### config.mk
export PLATFORM = sky130hd
export DESIGN_NAME = decode_fwd_scoreboard
export DESIGN_NICKNAME = d
export VERILOG_FILES = /design/src/rtl/decode_fwd_scoreboard_pkg.sv /design/src/rtl/decode_fwd_scoreboard_scoreboard.sv /design/src/rtl/decode_fwd_scoreboard.sv
export SDC_FILE = /design/constraint.sdc
export NUM_CORES = 1
export LEC_CHECK = 0
export CAP_MARGIN = 20
export CORE_AREA = 2 2 173 175
export DETAILED_ROUTE_END_ITERATION = 12
export DIE_AREA = 0 0 175 177
export DONT_BUFFER_PORTS = 1
export PLACE_DENSITY = 0.71
export SYNTH_ARGS = -nofsm -noshare
export SYNTH_HDL_FRONTEND = slang
export SYNTH_SLANG_ARGS = --single-unit
### constraint.sdc
create_clock -name clk -period 3.8 [get_ports clk]
set_input_delay 0.76 -clock clk [delete_from_list [all_inputs] [get_ports clk]]
set_output_delay 0.76 -clock clk [all_outputs]
set_load 0.02 [all_outputs]
### src/rtl/decode_fwd_scoreboard_pkg.sv
// Shared types and constants for the decode-stage operand/hazard unit.
//   regidx_t   : architectural register index
//   word_t     : operand / result word
//   fwd_src_t  : one forwarding source {valid, id, data}
//   LAT_*      : producer latencies used when issuing into the unit
package decode_fwd_scoreboard_pkg;

  localparam int unsigned NREG_DEF    = 32;
  localparam int unsigned NUM_FWD_DEF = 2;
  localparam int unsigned LAT_W_DEF   = 3;
  localparam int unsigned DATA_W_DEF  = 32;
  localparam int unsigned IDX_W_DEF   = $clog2(NREG_DEF);

  typedef logic [IDX_W_DEF-1:0]  regidx_t;
  typedef logic [DATA_W_DEF-1:0] word_t;

  typedef struct packed {
    logic    valid;
    regidx_t id;
    word_t   data;
  } fwd_src_t;

  localparam logic [LAT_W_DEF-1:0] LAT_ALU    = 3'd1;
  localparam logic [LAT_W_DEF-1:0] LAT_LOAD   = 3'd2;
  localparam logic [LAT_W_DEF-1:0] LAT_MULDIV = 3'd5;

endpackage

### src/rtl/decode_fwd_scoreboard_scoreboard.sv
// reg_scoreboard: per-register latency counters.
//   clk, resetn      : clock, asynchronous active-low reset
//   set_en/id/lat    : load cnt[set_id] with set_lat (ignored for r0)
//   rd_id1/rd_id2    : lookup indices
//   pend1/pend2      : cnt[rd_idN] != 0
// Every nonzero counter not being set decrements by one per cycle; a set
// on the same cycle as a decrement wins.
module reg_scoreboard
  import decode_fwd_scoreboard_pkg::*;
#(
  parameter int unsigned NREG  = NREG_DEF,
  parameter int unsigned LAT_W = LAT_W_DEF,
  localparam int unsigned IDX_W = $clog2(NREG)
) (
  input  logic             clk,
  input  logic             resetn,
  input  logic             set_en,
  input  logic [IDX_W-1:0] set_id,
  input  logic [LAT_W-1:0] set_lat,
  input  logic [IDX_W-1:0] rd_id1,
  input  logic [IDX_W-1:0] rd_id2,
  output logic             pend1,
  output logic             pend2
);

  logic [LAT_W-1:0] cnt [NREG];

  always_ff @(posedge clk or negedge resetn) begin
    if (!resetn) begin
      for (int unsigned r = 0; r < NREG; r++) cnt[r] <= '0;
    end else begin
      for (int unsigned r = 0; r < NREG; r++) begin
        if (r != 0 && set_en && set_id == IDX_W'(r))
          cnt[r] <= set_lat;
        else if (cnt[r] != '0)
          cnt[r] <= cnt[r] - LAT_W'(1);
      end
    end
  end

  always_comb begin
    pend1 = (cnt[rd_id1] != '0);
    pend2 = (cnt[rd_id2] != '0);
  end

endmodule

### src/rtl/decode_fwd_scoreboard.sv
// decode_fwd_scoreboard: decode-stage operand resolution and RAW hazard unit.
//   in_*            : decoded instruction (valid/ready handshake)
//   rd1/rd2         : register-file read data
//   fwd_valid/id/data : NUM_FWD forwarding buses, index 0 youngest / highest priority
//   flush           : squash the output slot
//   out_*           : registered output slot (valid/ready) with resolved operands
//   hazard          : in_valid and a source register still pending
//   stall_cycles    : saturating count of hazard cycles
module decode_fwd_scoreboard
  import decode_fwd_scoreboard_pkg::*;
#(
  parameter int unsigned NREG    = NREG_DEF,
  parameter int unsigned NUM_FWD = NUM_FWD_DEF,
  parameter int unsigned LAT_W   = LAT_W_DEF,
  parameter int unsigned DATA_W  = DATA_W_DEF,
  localparam int unsigned IDX_W  = $clog2(NREG)
) (
  input  logic                       clk,
  input  logic                       resetn,
  input  logic                       in_valid,
  output logic                       in_ready,
  input  logic [1:0]                 in_re,
  input  logic [IDX_W-1:0]           in_ra1,
  input  logic [IDX_W-1:0]           in_ra2,
  input  logic [DATA_W-1:0]          rd1,
  input  logic [DATA_W-1:0]          rd2,
  input  logic                       in_wen,
  input  logic [IDX_W-1:0]           in_wid,
  input  logic [LAT_W-1:0]           in_lat,
  input  logic [NUM_FWD-1:0]         fwd_valid,
  input  logic [NUM_FWD*IDX_W-1:0]   fwd_id,
  input  logic [NUM_FWD*DATA_W-1:0]  fwd_data,
  input  logic                       flush,
  output logic                       out_valid,
  input  logic                       out_ready,
  output logic [DATA_W-1:0]          out_valA,
  output logic [DATA_W-1:0]          out_valB,
  output logic                       out_wen,
  output logic [IDX_W-1:0]           out_wid,
  output logic [LAT_W-1:0]           out_lat,
  output logic                       hazard,
  output logic [31:0]                stall_cycles
);

  logic sb_set;
  logic pend1, pend2;
  logic busy1, busy2;
  logic fire;
  logic [DATA_W-1:0] val_a, val_b;

  // Counters are only armed when Execute actually takes the slot.
  assign sb_set = out_valid && out_ready && out_wen && (out_wid != '0);

  reg_scoreboard #(
    .NREG  (NREG),
    .LAT_W (LAT_W)
  ) u_sb (
    .clk     (clk),
    .resetn  (resetn),
    .set_en  (sb_set),
    .set_id  (out_wid),
    .set_lat (out_lat),
    .rd_id1  (in_ra1),
    .rd_id2  (in_ra2),
    .pend1   (pend1),
    .pend2   (pend2)
  );

  // The slot occupant has not armed its counter yet, so it is matched directly.
  always_comb begin
    busy1  = in_re[0] && (in_ra1 != '0) &&
             (pend1 || (out_valid && out_wen && out_wid == in_ra1));
    busy2  = in_re[1] && (in_ra2 != '0) &&
             (pend2 || (out_valid && out_wen && out_wid == in_ra2));
    hazard = in_valid && (busy1 || busy2);
    in_ready = !hazard && (!out_valid || out_ready) && !flush;
    fire   = in_valid && in_ready;
  end

  function automatic logic [DATA_W-1:0] resolve(input logic re,
                                                input logic [IDX_W-1:0] ra,
                                                input logic [DATA_W-1:0] rd);
    logic [DATA_W-1:0] v;
    logic hit;
    v   = rd;
    hit = 1'b0;
    if (!re || ra == '0) begin
      v = '0;
    end else begin
      for (int unsigned k = 0; k < NUM_FWD; k++) begin
        if (!hit && fwd_valid[k] && fwd_id[k*IDX_W +: IDX_W] == ra) begin
          v   = fwd_data[k*DATA_W +: DATA_W];
          hit = 1'b1;
        end
      end
    end
    return v;
  endfunction

  always_comb begin
    val_a = resolve(in_re[0], in_ra1, rd1);
    val_b = resolve(in_re[1], in_ra2, rd2);
  end

  always_ff @(posedge clk or negedge resetn) begin
    if (!resetn) begin
      out_valid <= 1'b0;
      out_valA  <= '0;
      out_valB  <= '0;
      out_wen   <= 1'b0;
      out_wid   <= '0;
      out_lat   <= '0;
    end else if (flush) begin
      out_valid <= 1'b0;
    end else if (fire) begin
      out_valid <= 1'b1;
      out_valA  <= val_a;
      out_valB  <= val_b;
      out_wen   <= in_wen;
      out_wid   <= in_wid;
      out_lat   <= in_lat;
    end else if (out_ready) begin
      out_valid <= 1'b0;
    end
  end

  always_ff @(posedge clk or negedge resetn) begin
    if (!resetn)
      stall_cycles <= '0;
    else if (hazard && stall_cycles != '1)
      stall_cycles <= stall_cycles + 32'd1;
  end

endmodule

==> results of run 1 <==
==> routing by layer <==
| layer | share of wire (%) | vias up | GRT usage, % | wire [um] |
|---|---|---|---|---|
| li1 | - | 4711 | - | - |
| met2 | 47 | 399 | 34.9 | 16700 |
| met5 | 0.068 | - | 0 | 24 |
| met4 | 3.1 | 4 | 6.84 | 1080 |
| met1 | 41 | 4863 | 28.6 | 14500 |
| met3 | 8.0 | 84 | 5.99 | 2790 |
==> through the flow <==
stage	worst slack (ps)	instance area, um^2	hold WS (ps)
final	65.2	14300	-81.5
after global routing	-27.8	14300	-95.0
after CTS	19.2	14200	-97.5
after detailed placement	359	13300	476
after global placement	392	13300	476
after floorplan	188	13000	464
==> layout by cell type (no fill, tap or decap), types with 36 or more instances in the layout <==
cell type	instances
dfrtp_1	202
nor2_1	171
nand2_1	102
mux2i_1	95
o21ai_0	83
inv_1	77
xnor2_1	74
a211oi_1	65
ha_1	65
mux2_4	59
a21oi_1	56
nand2b_1	36
==> cells by family (layout without fill, tap and decap cells) <==
kind of cell,after synthesis,after routing,share of synthesized area (%)
buffers and inverters,149,143,4.80
AOI/OAI and AO/OA,240,240,11.4
DFF,202,202,39.0
and+or+nand+nor,441,441,15.8
xor gates and xnor gates,93,93,6.28
adders and majority gates,65,65,6.27
muxes,175,175,16.4
==> final cells by class <==
cell class                 instances  area (um^2)
tap                              390          488
clock buffer                      34          708
clock inverter                     8          174
inverter                          78          293
sequential                       202         5050
fill                            2648        15000
multi-input combinational       1014         7330
timing repair buffer              23          210
==> what timing repair did <==
| item | in CTS | in global routing |
|---|---|---|
| hold endpoints to repair | 202 | 202 |
| pin swaps | 1 | 2 |
| buffers inserted | 0 | 2 |
| gates resized for setup | 4 | 4 |
| cloned | 0 | 0 |
| endpoints found under the setup margin | 1 | 1 |
==> final timing paths <==
check	startpoint	endpoint	slack (ps)
max in group asynchronous	resetn	out_valB[24]	3470
min in group clk	flush	out_valid	320
worst max-delay path	u_sb.cnt[78]	in_ready	70
worst max register to register	u_sb.cnt[78]	out_valB[24]	550
worst min register to register	u_sb.cnt[95]	u_sb.cnt[95]	490
worst min-delay path	resetn	u_sb.cnt[19]	-80
==> sequential cells by signal (all words and copies together), names as in the netlist <==
signal and flops:
out_valB 32, out_wen 1, out_valA 32, out_lat 3, out_wid 5, u_sb.cnt 96
stall_cycles 32, out_valid 1
==> power by group <==
| part | internal, uW | leakage [uW] | switching, uW |
|---|---|---|---|
| clock | 1580 | 0.000428 | 931 |
| sequential | 2980 | 0.00252 | 1140 |
| combinational | 1760 | 0.00330 | 1860 |
| total | 6310 | 0.00624 | 3940 |
==> results.cfg, run 1 <==
[route]
vias = 10100
drt_iter0_drc = 757
ant_nets = 0
wl_um = 35100
wl_per_cell_um = 20.1
via_per_inst = 5.75
drt_first_pass_iters = 5
remaining_drc_errors = 0

[hold_path]
hold_class = primary input to async pin

[synth]
ys_seq_area_share_pct = 39.0
syn_nets = 1596
synthArstFlopShare_pct = 100
avgSynthCellArea_um2 = 9.50
syn-cell-area_mm2 = 0.0130
syn_inst = 1365
synth_cell_types = 55
yosysTopAreaCell = dfrtp_1
synth_edf_count = 0
synthTopCellsByCount = 202 x dfrtp_1, 171 x nor2_1, 102 x nand2_1
ys_ff_latch = 202
ys.flop_type = dfrtp_1
yosysWarningCount = 0
synth_top_area_share_pct = 39.0
synth_area_leaders = dfrtp_1 39%, mux2i_1 7.3%, mux2_4 6.8%
synth.most_common_cell = dfrtp_1

[global_route]
grt_max_degree = 203
grt_pass1_wl_um = 53500
grt_pass1_vias = 9581
antenna_found_initial = 2
overflow = 0
grt_use_total_pct = 21.7

[clock_network]
clock-sinks = 202
clock_path_buffers = 3
htreeDepth = 1
cts-buffers-inserted = 24
clock_latency_ps = 540
clkTransAtPathRegs_ps = 60
cts_tree = done
clockRootBuffer = clkbuf_16

[worst_setup_path]
path_depth = 9
cp-start-kind = register
cp_top_family = simple AND/OR/NAND/NOR gates
path_class = register to output pin
cp.arrival_ps = 2970
crit_path_end_kind = output pin
max_stage_delay_ps = 460
crit_slowest_cell = mux4_2
cp_max_fo = 3
crit_chain = or3_4, mux4_2, a21oi_1, a221o_1, a31oi_1, or2_4, and2_4, nor3_2, buf_4
reg2reg_depth = 9
worstPathRequired_ps = 3040
crit_buf_inv = 1

[sta]
worst_pin_slew_ps = 996
finalClockSkew_ps = 31.4
rsz0062_at_grt = yes
finalSetupTns_ps = 0
clock.fmax_ghz = 0.268
holdWs_ps = -81.5
setup_violations = 0
fin_crit_sh_pct = 98.3
slew_headroom_pct = 33.3
drv_slew = 0
finalHoldViolations = 153
finalCriticalPeriod_ps = 3730

[status]
outcome = complete, but fails checks
violations = negative hold slack

[floorplan]
die-area_mm2 = 0.0310
core-area_mm2 = 0.0292
start_util_pct = 44.3
fp.dieH_um = 177
num_rows = 63
die_w_um = 175
io-pin-count = 274

[place]
hpwl_um = 25800
dp_cells = 1705
globalplace.congestion = 0.922
io_buffer_count = 0

[pwr]
p_leak_uw = 0.00624
total_power_uw = 10200
peakVddDrop_uv = 804
powerDensity_mw_per_mm2 = 719

[cells_and_area]
synthToLayoutAreaGrowth_pct = 9.99
layout-drive-gt1-share_pct = 11.4
nNetsFinal = 1574
num_antenna_cells = 0
final_util_pct = 48.8
final_cells = 1749

[flow_run]
drv_cap = 0
(Power assumes the default switching activity.)
==> inputs of run 2 (changes only) <==
--- a/config.mk
+++ b/config.mk
@@ -6,11 +6,11 @@
 export NUM_CORES = 1
 export LEC_CHECK = 0
 export CAP_MARGIN = 20
-export CORE_AREA = 2 2 173 175
+export CORE_AREA = 2 2 231 233
 export DETAILED_ROUTE_END_ITERATION = 12
-export DIE_AREA = 0 0 175 177
+export DIE_AREA = 0 0 233 235
 export DONT_BUFFER_PORTS = 1
-export PLACE_DENSITY = 0.71
+export PLACE_DENSITY = 0.35
 export SYNTH_ARGS = -nofsm -noshare
 export SYNTH_HDL_FRONTEND = slang
 export SYNTH_SLANG_ARGS = --single-unit
==> run 2 against run 1 <==
Net effect: the run still ends with negative hold slack left; utilization is 21 points lower; via count shrank 3.7%; first-iteration DRC count shrank 23%; critical path depth did not move; total power is essentially flat; sequential power hardly changed; die area rose by 77%; global-route usage down 6.7 points; register-to-register slack worse by 130 ps; wire length increased by 20%; flip-flop and latch count stayed put; critical path type unchanged.
==> results.cfg, run 2 (synthesis gave the netlist of run 1 again) <==
[worst_setup_path]
reg2reg_depth = 9
cp-start-kind = register
path_class = register to output pin
rrSetupSlack_ps = 420
cp_max_fo = 3
worstPathRequired_ps = 3040
r2r-end = out_valB[28]
cp.arrival_ps = 3020
crit_path_end_kind = output pin
reg2reg_from = u_sb.cnt[79]

[global_route]
antenna_found_initial = 0
grt_pass1_wl_um = 63400
overflow = 0
grt_max_degree = 203
grt_use_total_pct = 15.1
grt_pass1_vias = 9777

[floorplan]
fp.dieH_um = 235
die-area_mm2 = 0.0548
die_w_um = 233
core-area_mm2 = 0.0522
start_util_pct = 24.8
num_rows = 84
io-pin-count = 274

[cells_and_area]
num_antenna_cells = 0
final_cells = 2066
nFillCells = 5516
regArea_mm2 = 0.00506
multi_input_area_mm2 = 0.00735
layout-drive-gt1-share_pct = 12.6
synthToLayoutAreaGrowth_pct = 13.7
largest_reg_flops = 96
final_cell_mix = 201 x dfrtp_1, 171 x nor2_1, 102 x nand2_1
nNetsFinal = 1592
layout_commonest_cell = dfrtp_1
final_util_pct = 28.2
top_register = u_sb.cnt

[clock_network]
clock_latency_ps = 560
cts_tree = done
cts-buffers-inserted = 27
clock_path_buffers = 3
clockRootBuffer = clkbuf_16
htreeDepth = 1
clkTransAtPathRegs_ps = 60
clock-sinks = 202

[sta]
worst_pin_slew_ps = 879
fin_crit_sh_pct = 99.5
finalCriticalPeriod_ps = 3780
setup_ws_ps = 17.3
clock.fmax_ghz = 0.264
finalHoldViolations = 67
holdWs_ps = -103
finalSetupTns_ps = 0
drv_slew = 0
slew_headroom_pct = 40.9
rsz0062_at_grt = yes
finalClockSkew_ps = 28.7
setup_violations = 0

[pwr]
p_leak_uw = 0.00632
p_comb_share_pct = 35.7
power_frac_seq_pct = 40.5
powerDensity_mw_per_mm2 = 696
netSwitchingPower_uw = 4060
sw_frac_of_total_pct = 39.6
p_clk_share_pct = 23.8
p_int_uw = 6200
peakVddDrop_uv = 405

[place]
dp_cells = 2018
hpwl_um = 30600
io_buffer_count = 0
globalplace.congestion = 0.789
pre_cts_ws_ps = 181

[route]
vias = 9685
via_per_inst = 4.69
wl_um = 42300
drt_first_pass_iters = 5
remaining_drc_errors = 0
ant_nets = 0
drt_iter0_drc = 582
wl_per_cell_um = 20.5

[hold_path]
hold_class = primary input to async pin

[status]
outcome = complete, but fails checks
violations = negative hold slack

[flow_run]
drv_cap = 0
run 2: how the worst max path moves through the flow:
| stage | startpoint | end | cells past startpoint |
|---|---|---|---|
| final | u_sb.cnt[79] | in_ready | 9 |
| after global routing | u_sb.cnt[79] | in_ready | 9 |
| after CTS | u_sb.cnt[73] | in_ready | 9 |
| after detailed placement | in_ra2[1] | out_valA[15] | 9 |
| after global placement | in_ra2[1] | out_valB[15] | 9 |
| after floorplan | in_ra1[0] | in_ready | 9 |
run 2: layout make-up:
type / count / area share [%]
multi-input cells: 1014 / 49.8
flip-flops and latches: 202 / 34.3
well taps: 688 / 5.84
clock buffers: 40 / 5.39
repair buffers: 38 / 2.39
inverters: 78 / 1.99
clock inverters: 6 / 0.255
run 2: through the flow:
step                cell area [um^2]  power [uW]  hold WS [ps]
CTS                            14700       10400          -141
finish                         14700       10300          -103
global placement               13800        7810           481
detailed placement             13800        7860           480
global route                   14700       11100          -124
floorplan                      13000        6780           464
run 2: metal layers:
layer	global-route usage, %	share of wire (%)
met5	0	0
met3	2.99	4.4
met4	3.49	2.0
met2	25.7	49
met1	19.5	45
run 2: power by group through the flow:
| stage | combinational (uW) | sequential, uW | clock (uW) |
|---|---|---|---|
| after floorplan | 2890 | 3890 | 0 |
| after global placement | 3590 | 4220 | 0 |
| after detailed placement | 3660 | 4190 | 0 |
| after CTS | 3710 | 4170 | 2570 |
| after global routing | 4200 | 4280 | 2640 |
| final | 3660 | 4150 | 2450 |
run 2: worst max-delay path: stages, from the launching register on:
cell	delay, ps
dfrtp_1	390
or3_4	410
mux4_2	480
a21oi_2	140
a221o_1	170
a31oi_2	100
or2_4	290
and2_4	170
nor3_4	170
buf_6	140
run 2: timing repair:
action | CTS | global route
resized for setup | 8 | 3
endpoints found under the hold margin | 202 | 180
setup buffers | 1 | 1
setup endpoints to repair | 1 | 1
pin swaps | 0 | 4
==> inputs of run 3 (changes only) <==
--- a/config.mk
+++ b/config.mk
@@ -7,6 +7,7 @@
 export LEC_CHECK = 0
 export CAP_MARGIN = 20
 export CORE_AREA = 2 2 231 233
+export CTS_CLUSTER_DIAMETER = 40
 export DETAILED_ROUTE_END_ITERATION = 12
 export DIE_AREA = 0 0 233 235
 export DONT_BUFFER_PORTS = 1
==> run 3 against run 2 <==
Net effect: the flow still finishes with violations (negative hold slack); cell area rose by 4.9%; total power increased by 15%; via count is 2.1% higher; non-clock buffer count unchanged; utilization grew 1.4 points; first-iteration DRC count decreased by 0.34%; die area stayed put; flip-flop and latch count did not move; clock power is 63% higher; sequential share of layout area shrank 1.6 points; setup slack improved by 7.0 ps.
==> results.cfg, run 3 (synthesis gave the netlist of run 1 again) <==
[status]
outcome = complete, but fails checks
violations = negative hold slack

[sta]
drv_slew = 0
holdWs_ps = -77.9
setup_ws_ps = 24.3
fin_crit_sh_pct = 99.4
finalHoldViolations = 130
slew_headroom_pct = 45.9
worst_pin_slew_ps = 805
clock.fmax_ghz = 0.265
rsz0062_at_grt = yes
finalCriticalPeriod_ps = 3780
finalClockSkew_ps = 30.3
setup_violations = 0

[worst_setup_path]
crit_chain = or3_4, mux4_2, a21oi_2, a221o_1, a31oi_2, or2_4, and2_4, nor3_4, buf_6
crit_path_end_kind = output pin
cp.arrival_ps = 3020
rrSetupSlack_ps = 420
cp_max_fo = 3
crit_start = u_sb.cnt[72]
path_class = register to output pin
crit_slowest_cell = mux4_2
reg2reg_depth = 9
reg2reg_from = u_sb.cnt[72]
cp-start-kind = register
r2r-end = out_valB[28]
max_stage_delay_ps = 480
worstPathRequired_ps = 3040

[floorplan]
fp.dieH_um = 235
die_w_um = 233
num_rows = 84
die-area_mm2 = 0.0548
io-pin-count = 274
start_util_pct = 24.8
core-area_mm2 = 0.0522

[route]
ant_nets = 0
via_per_inst = 4.70
drt_first_pass_iters = 4
wl_per_cell_um = 20.2
wl_um = 42500
vias = 9885
remaining_drc_errors = 0
drt_iter0_drc = 580

[global_route]
grt_pass1_wl_um = 63800
grt_use_met2_pct = 25.5
overflow = 0
met1_usage_pct = 19.4
grt_max_degree = 203
use_met3_pct = 3.48
antenna_found_initial = 1
top_usage_layer = met2
grt_use_total_pct = 15.3
grt_pass1_vias = 10000

[pwr]
total_power_uw = 11800
powerDensity_mw_per_mm2 = 764
peakVddDrop_uv = 447
p_leak_uw = 0.00666

[place]
placedInstanceArea_mm2 = 0.0138
hpwl_um = 30600
globalplace.congestion = 0.789
pre_cts_ws_ps = 181
io_buffer_count = 0

[cells_and_area]
synthToLayoutAreaGrowth_pct = 19.3
final_cell_mix = 201 x dfrtp_1, 171 x nor2_1, 102 x nand2_1
top_register = u_sb.cnt
nNetsFinal = 1612
layout_commonest_cell = dfrtp_1
layout-drive-gt1-share_pct = 14.6
largest_reg_flops = 96
final_cell_area_mm2 = 0.0155

[clock_network]
htreeDepth = 2
clkTransAtPathRegs_ps = 40
cts_tree = done
clock-sinks = 202
clock_path_buffers = 3
cts-buffers-inserted = 47
clockRootBuffer = clkbuf_16
clock_latency_ps = 560

[hold_path]
hold_class = primary input to async pin

[flow_run]
drv_cap = 0
run 3: worst max-delay path: cells and delay by family, from the launching register on:
family                 cells  cell delay [ps]
AO/OA/AOI/OAI              3              430
buffers and inverters      1              140
flip-flops                 1              400
multiplexers               1              480
AND/OR/NAND/NOR            4             1020
run 3: timing repair:
action,CTS,global route
gates resized for setup,8,6
pin swaps,0,7
setup endpoints to repair,1,1
buffers inserted,1,1
endpoints found under the hold margin,202,202
run 3: through the flow:
step	instances	setup TNS (ps)	hold WS [ps]	util (%)
2_1_floorplan	1365	0	464	-
3_3_place_gp	2018	0	481	26.5
3_5_place_dp	2018	0	480	26.5
4_1_cts	2100	0	-109	29.5
5_1_grt	2103	-87.5	-96.1	29.6
6_report	2103	0	-77.9	29.6
run 3: final cells by class:
class	instances	area, um^2
antenna	2	5.00
clock buffer	63	1310
clock inverter	18	236
fill	5461	36800
inverter	78	293
multi-input combinational	1014	7360
sequential	202	5060
tap	688	861
timing repair buffer	38	355
run 3: worst max path at each step:
| stage | to | cells past startpoint |
|---|---|---|
| floorplan | in_ready | 9 |
| global placement | out_valB[15] | 9 |
| detailed placement | out_valA[15] | 9 |
| CTS | in_ready | 9 |
| global route | in_ready | 9 |
| finish | in_ready | 9 |
run 3: metal layers:
| metal | routed length (um) | up-vias |
|---|---|---|
| li1 | - | 4817 |
| met2 | 20800 | 218 |
| met3 | 2210 | 49 |
| met5 | 0 | - |
| met4 | 783 | 0 |
| met1 | 18700 | 4801 |
run 3: power breakdown:
group / internal [uW] / total, uW / switching [uW]
Combinational: 1790 / 3660 / 1870
Sequential: 2980 / 4160 / 1180
Clock: 2720 / 3990 / 1280
Total: 7490 / 11800 / 4320
